===== src/rtl/frame_strobe_driver.sv =====
// -----------------------------------------------------------------------------
// frame_strobe_driver
//
// Column configuration driver. Takes a stream of 32-bit configuration words,
// assembles one frame of FrameData (one 32-bit slice per row of the column),
// then drives a one-hot FrameStrobe pulse. FrameData is stable for one cycle
// before the strobe rises (SETUP) and for one cycle after it falls (HOLD).
//
// Word stream format:
//   header : cfg_data[31:24] == 8'hF5, cfg_data[7:0] == frame index
//   rows   : the next NumRows accepted words, row 0 first, no marker check
//
// Handshake: a word transfers on a rising edge of UserCLK where
// cfg_valid && cfg_ready are both high. cfg_ready is a registered function of
// the state only (high in IDLE and LOAD), so it never depends on cfg_valid in
// the same cycle. The producer may drop cfg_valid at any time; a gap in LOAD
// simply stalls the row counter.
//
// Ports:
//   UserCLK      in   clock, all state updates on the rising edge
//   reset        in   synchronous, active-high reset
//   cfg_valid    in   input word valid
//   cfg_ready    out  block can accept a word
//   cfg_data     in   header or row data word
//   FrameData    out  assembled frame, row r at [r*FrameBitsPerRow +: FrameBitsPerRow]
//   FrameStrobe  out  one-hot write strobe, all-zero outside STROBE
//   busy         out  high in any state except IDLE
//   frame_done   out  one-cycle pulse (HOLD) when a frame has been written
//   err_index    out  sticky: a header carried an out-of-range frame index
//   frame_count  out  frames written, saturating at 16'hFFFF
//   dbg_state    out  current FSM state encoding (debug / checker hook)
// -----------------------------------------------------------------------------
module frame_strobe_driver #(
    parameter int MaxFramesPerCol = 20,
    parameter int FrameBitsPerRow = 32,
    parameter int NumRows         = 4,
    parameter int StrobeCycles    = 2
) (
    input  logic                                 UserCLK,
    input  logic                                 reset,
    input  logic                                 cfg_valid,
    output logic                                 cfg_ready,
    input  logic [31:0]                          cfg_data,
    output logic [FrameBitsPerRow*NumRows-1:0]   FrameData,
    output logic [MaxFramesPerCol-1:0]           FrameStrobe,
    output logic                                 busy,
    output logic                                 frame_done,
    output logic                                 err_index,
    output logic [15:0]                          frame_count,
    output logic [2:0]                           dbg_state
);

    // -------------------------------------------------------------------------
    // Local constants
    // -------------------------------------------------------------------------
    localparam int ROW_W = (NumRows > 1) ? $clog2(NumRows) : 1;
    localparam logic [ROW_W-1:0] LAST_ROW = ROW_W'(NumRows - 1);
    localparam logic [7:0] HDR_MARKER = 8'hF5;
    // Frame limit widened by one bit so an 8-bit index compares without
    // truncation even when MaxFramesPerCol is 256.
    localparam logic [8:0] NUM_FRAMES = 9'(MaxFramesPerCol);
    // Down-counter preload: the strobe lasts while the counter walks
    // StrobeCycles-1 .. 0.
    localparam logic [3:0] STROBE_LOAD = 4'(StrobeCycles - 1);
    localparam logic [MaxFramesPerCol-1:0] STROBE_ONE = MaxFramesPerCol'(1);

    typedef enum logic [2:0] {
        S_IDLE   = 3'd0,
        S_LOAD   = 3'd1,
        S_SETUP  = 3'd2,
        S_STROBE = 3'd3,
        S_HOLD   = 3'd4
    } state_t;

    // -------------------------------------------------------------------------
    // Registers
    // -------------------------------------------------------------------------
    state_t                               r_state;
    logic                                 r_cfg_ready;
    logic [FrameBitsPerRow*NumRows-1:0]   r_frame_data;
    logic [MaxFramesPerCol-1:0]           r_frame_strobe;
    logic                                 r_busy;
    logic                                 r_frame_done;
    logic                                 r_err_index;
    logic [15:0]                          r_frame_count;
    logic [7:0]                           r_index;
    logic [ROW_W-1:0]                     r_row;
    logic [3:0]                           r_strobe_cnt;

    // -------------------------------------------------------------------------
    // Combinational helpers
    // -------------------------------------------------------------------------
    logic                          w_accept;
    logic                          w_is_header;
    logic                          w_hdr_in_range;
    logic                          w_idx_in_range;
    logic [MaxFramesPerCol-1:0]    w_strobe_pattern;
    logic [15:0]                   w_count_next;

    assign w_accept         = cfg_valid && r_cfg_ready;
    assign w_is_header      = (cfg_data[31:24] == HDR_MARKER);
    assign w_hdr_in_range   = ({1'b0, cfg_data[7:0]} < NUM_FRAMES);
    assign w_idx_in_range   = ({1'b0, r_index} < NUM_FRAMES);
    // Only used when r_index is known to be in range, so the shift never
    // walks the bit off the end of the strobe vector.
    assign w_strobe_pattern = STROBE_ONE << r_index;
    assign w_count_next     = (r_frame_count == 16'hFFFF) ? r_frame_count
                                                          : r_frame_count + 16'd1;

    // -------------------------------------------------------------------------
    // Main FSM. Every output is a register updated on the state transition
    // that enters the state in which it must be visible.
    // -------------------------------------------------------------------------
    always_ff @(posedge UserCLK) begin
        if (reset) begin
            r_state        <= S_IDLE;
            r_cfg_ready    <= 1'b1;
            r_frame_data   <= '0;
            r_frame_strobe <= '0;
            r_busy         <= 1'b0;
            r_frame_done   <= 1'b0;
            r_err_index    <= 1'b0;
            r_frame_count  <= 16'd0;
            r_index        <= 8'd0;
            r_row          <= '0;
            r_strobe_cnt   <= 4'd0;
        end else begin
            // frame_done is a single-cycle pulse; it is only raised on the
            // STROBE -> HOLD transition below.
            r_frame_done <= 1'b0;

            case (r_state)
                S_IDLE: begin
                    // Non-header words are accepted and dropped.
                    if (w_accept && w_is_header) begin
                        r_index <= cfg_data[7:0];
                        r_row   <= '0;
                        r_state <= S_LOAD;
                        r_busy  <= 1'b1;
                        if (!w_hdr_in_range) begin
                            r_err_index <= 1'b1;
                        end
                    end
                end

                S_LOAD: begin
                    if (w_accept) begin
                        // Rows are written even for a bad index, so the
                        // column sees the data but never a strobe for it.
                        r_frame_data[r_row*FrameBitsPerRow +: FrameBitsPerRow] <= cfg_data;
                        if (r_row == LAST_ROW) begin
                            if (w_idx_in_range) begin
                                r_state     <= S_SETUP;
                                r_cfg_ready <= 1'b0;
                            end else begin
                                r_state <= S_IDLE;
                                r_busy  <= 1'b0;
                            end
                        end else begin
                            r_row <= r_row + 1'b1;
                        end
                    end
                end

                S_SETUP: begin
                    // One cycle of data setup before the strobe rises.
                    r_state        <= S_STROBE;
                    r_frame_strobe <= w_strobe_pattern;
                    r_strobe_cnt   <= STROBE_LOAD;
                end

                S_STROBE: begin
                    if (r_strobe_cnt == 4'd0) begin
                        r_state        <= S_HOLD;
                        r_frame_strobe <= '0;
                        r_frame_done   <= 1'b1;
                        r_frame_count  <= w_count_next;
                    end else begin
                        r_strobe_cnt <= r_strobe_cnt - 4'd1;
                    end
                end

                S_HOLD: begin
                    // One cycle of data hold after the strobe falls.
                    r_state     <= S_IDLE;
                    r_busy      <= 1'b0;
                    r_cfg_ready <= 1'b1;
                end

                default: begin
                    r_state        <= S_IDLE;
                    r_frame_strobe <= '0;
                    r_busy         <= 1'b0;
                    r_cfg_ready    <= 1'b1;
                end
            endcase
        end
    end

    // -------------------------------------------------------------------------
    // Outputs
    // -------------------------------------------------------------------------
    assign cfg_ready   = r_cfg_ready;
    assign FrameData   = r_frame_data;
    assign FrameStrobe = r_frame_strobe;
    assign busy        = r_busy;
    assign frame_done  = r_frame_done;
    assign err_index   = r_err_index;
    assign frame_count = r_frame_count;
    assign dbg_state   = r_state;

endmodule


===== config.mk =====
export PLATFORM = sky130hd
export DESIGN_NAME = frame_strobe_driver
export DESIGN_NICKNAME = d
export VERILOG_FILES = /design/src/rtl/frame_strobe_driver.sv
export SDC_FILE = /design/constraint.sdc
export NUM_CORES = 1
export LEC_CHECK = 0
export BUFFER_PORTS_ARGS = -buffer_cell sky130_fd_sc_hd__buf_2
export CAP_MARGIN = 20
export CORE_MARGIN = 3
export CORE_UTILIZATION = 47
export CTS_CLUSTER_DIAMETER = 200
export CTS_CLUSTER_SIZE = 24
export DETAILED_ROUTE_END_ITERATION = 12
export GPL_TIMING_DRIVEN = 0
export PLACE_DENSITY = 0.76
export SLEW_MARGIN = 20
export SYNTH_ARGS = -nofsm -noshare
export SYNTH_HDL_FRONTEND = slang
export SYNTH_SLANG_ARGS = --single-unit

===== constraint.sdc =====
create_clock -name UserCLK -period 1.95 [get_ports UserCLK]
set_input_delay 0.2925 -clock UserCLK [delete_from_list [all_inputs] [get_ports UserCLK]]
set_output_delay 0.2925 -clock UserCLK [all_outputs]
set_load 0.01 [all_outputs]

==> impl_metrics.tcl <==
set metrics [dict create \
    p_total_mw 7.74 \
    via_count 7393 \
    area_growth_syn_to_layout_pct 27.7 \
    cts.sinks 185 \
    synth_xor_area_share_pct 0.118 \
    die_w_um 132 \
    netSwitchingPower_mw 1.79 \
    antenna_left 0 \
    crit_slowest_cell "dfxtp_4" \
    clk_path_buf_depth 2 \
    fmax_mhz 523 \
    worst_ep_arrival_time_ns 2.27 \
    synth-simple-area-share_pct 27.1 \
    synth_top_family_by_area "simple AND/OR/NAND/NOR gates" \
    yosysSeqAreaShare_pct 50.0 \
    synth_edf_count 0 \
    antenna_cells 0 \
    path_delay_family "buffers and inverters" \
    syn_area_sq_um 7410 \
    yosysUniqueCellTypes 53 \
    clk_pin_slew_ns 0.07 \
    die_area_sq_um 17300 \
    htreeDepth 4 \
    root_buffer "clkbuf_16" \
    ys_top_cells_by_area "dfxtp_1, a21oi_1, nand3_1" \
    first_global_vias 6717 \
    cts_buffers 17 \
    power_switching_share_pct 23.1 \
    synth_nets 920 \
    period_share_pct 98.0 \
    design_area_sq_um 9460 \
    grt_max_degree 17 \
    skew_ns 0.00587 \
    crit_type "reg2reg" \
    vias_per_cell 5.58 \
    vdd_ir_drop_max_mv 0.584 \
    synth_area_leader_cell "dfxtp_1" \
    drt_iter0_markers 618 \
    maxSlewHeadroom_pct 28.2 \
    overflow 0 \
    intPower_mw 5.95 \
    dr.pass1.iters 5 \
    hold_viol 0 \
    fin_nets 1145 \
    fillers 1397 \
    io_pins 206 \
    grt_pass1_wl_um 35700 \
    worstMarginPinSlew_ns 1.06 \
    synthArstFlopShare_pct 0 \
    critPathMaxFanout 10 \
    avgRoutedWirePerCell_um 17.1 \
    period_needed_ns 1.91 \
    drive_above_1_share_pct 27.8 \
    power.density_nw_per_um2 818 \
    drc_errors 0 \
    synth_compound_area_share_pct 15.3 \
    ys_ff_latch 185 \
    grt_usage_pct 25.4 \
    finalWirelength_um 22600 \
    p_clk_share_pct 44.8 \
    required_ns 2.30 \
    critPathMaxStageDelay_ns 0.38 \
    clk_latency_ns 0.43 \
    max-cap-violations 0 \
    hp-class "in2reg" \
    placed_area_sq_um 8690 \
    rsz0062_at_grt "true" \
    slew_violations 0 \
    antenna_found_initial 0 \
    p_comb_share_pct 5.8 \
    netlist.area_leader.share_pct 50.0 \
    synth_fa_ha_area_share_pct 1.35 \
    start_kind "flop" \
    outcome "completed" \
    end_kind "flop" \
    yosysWarnings 0 \
    setup_violations 0 \
    numPortBuffers 204 \
    die_h_um 132 \
    p_leak_nw 3.78 \
    cts_tree "built" \
    ys.flop_type "dfxtp_1" \
    fin_setup_tns_ns 0 \
    pwr-share-seq_pct 49.5 \
    start_util_pct 48.4 \
    synth_mux_area_share_pct 1.23 \
    path_buf_inv 3 \
    syn_inst 877 \
    dp_hpwl_um 16400 \
    worstPathCellList "clkinvlp_4 -> ha_4 -> nor2b_2 -> and2_0 -> buf_4 -> clkbuf_8 -> nand3_1 -> a21oi_1" \
    core_sq_um 15300 \
    gpl.final_weighted_congestion 0.848 \
    avgSynthCellArea_sq_um 8.45 \
    rows 45 \
]
[logic make-up (layout without fill, tap and decap cells)]
kind of cell,Yosys count,after routing
mux,9,9
xor+xnor,1,1
compound gates,199,199
fa+ha+maj,8,8
flops,185,185
simple gates,390,390
buf+inv,85,323
[sequential cells by signal, indices dropped and copies added (netlist names), 2 cells and up]
register      flops
FrameData       128
FrameStrobe      20
dbg_state         3
frame_count      16
r_index           8
r_row             2
r_strobe_cnt      4
[placed cells by master (no fill, tap or decap), types with 5 or more instances in the layout]
cell         n
buf_2      218
dfxtp_1    184
a21oi_1    148
nand2_1    139
nand3_1    135
nor2_1      39
clkbuf_1    33
a32oi_1     20
clkbuf_16   17
clkbuf_2    13
o31ai_1     12
or4_1       12
o21ai_0      9
nor3_1       9
inv_1        8
mux2i_1      8
clkbuf_4     7
buf_4        7
ha_1         7
buf_6        5
nand4_1      5
[power groups by stage]
stage | sequential, mW | combinational (mW) | clock (mW)
after floorplan | 3.93 | 0.220 | 0
after global placement | 3.91 | 0.424 | 0
after detailed placement | 3.91 | 0.428 | 0
after CTS | 3.83 | 0.441 | 3.49
after global routing | 3.83 | 0.489 | 3.64
final | 3.83 | 0.447 | 3.46
[cell usage after synthesis (all sizes together), types with 3 or more instances]
cell type	number
nor4b	5
nor3b	4
and3	5
a32oi	20
a21oi	148
buf	23
mux2i	8
nand2	140
nor3	11
and4	3
nand4b	3
clkbuf	53
or3	4
nand3	135
o21ai	9
a211o	3
and2	4
nor2	39
o31ai	13
ha	8
inv	9
or4	12
nand4	7
dfxtp	185
nor4	6
[repair_timing]
action,in CTS,in global routing
hold endpoints to repair,0,0
pin swaps,0,2
endpoints found under the setup margin,129,130
setup buffers,1,4
gates resized for setup,27,40
hold buffers,0,0
[layout make-up]
class	count	area [sq um]	area share [%]
multi-input cells	607	3400	35.9
plain buffers	73	393	4.15
inverters	9	37.5	0.397
flip-flops and latches	185	3710	39.2
clock inverters	9	113	1.19
repair buffers	209	1070	11.3
well taps	211	264	2.79
clock buffers	23	478	5.05
[worst register-to-register path: stages (launching register included)]
cell        delay (ns)
dfxtp_4           0.38
clkinvlp_4        0.18
ha_4              0.36
nor2b_2           0.18
and2_0            0.16
buf_4             0.15
clkbuf_8          0.17
nand3_1           0.10
a21oi_1           0.15
[metrics by stage]
step | setup WS (ns) | utilization, % | instances | hold WS [ns]
floorplan | 0.00253 | - | 877 | 0.440
global placement | -0.499 | 56.8 | 1292 | 0.435
detailed placement | -0.525 | 56.8 | 1292 | 0.441
CTS | 0.00821 | 61.1 | 1323 | 0.145
global route | -0.0712 | 61.8 | 1326 | 0.157
finish | 0.0395 | 61.8 | 1326 | 0.159
[routing by layer]
metal	vias to the layer above	wire length (um)	global-route usage (%)
met5	-	0	0
met4	0	556	9.68
met3	43	1650	5.93
met2	305	10500	39.1
met1	3479	9880	34.8
li1	3566	-	-
[final timing paths]
check	cells past startpoint	slack, ns	startpoint	endpoint
worst max-delay path	8	0.04	r_row[0]	FrameData[50]
worst min-delay path	3	0.16	cfg_data[17]	FrameData[17]
worst max register to register	8	0.04	r_row[0]	FrameData[50]
worst min register to register	2	0.45	FrameData[104]	FrameData[104]
Power figures use the tool's default switching activity.
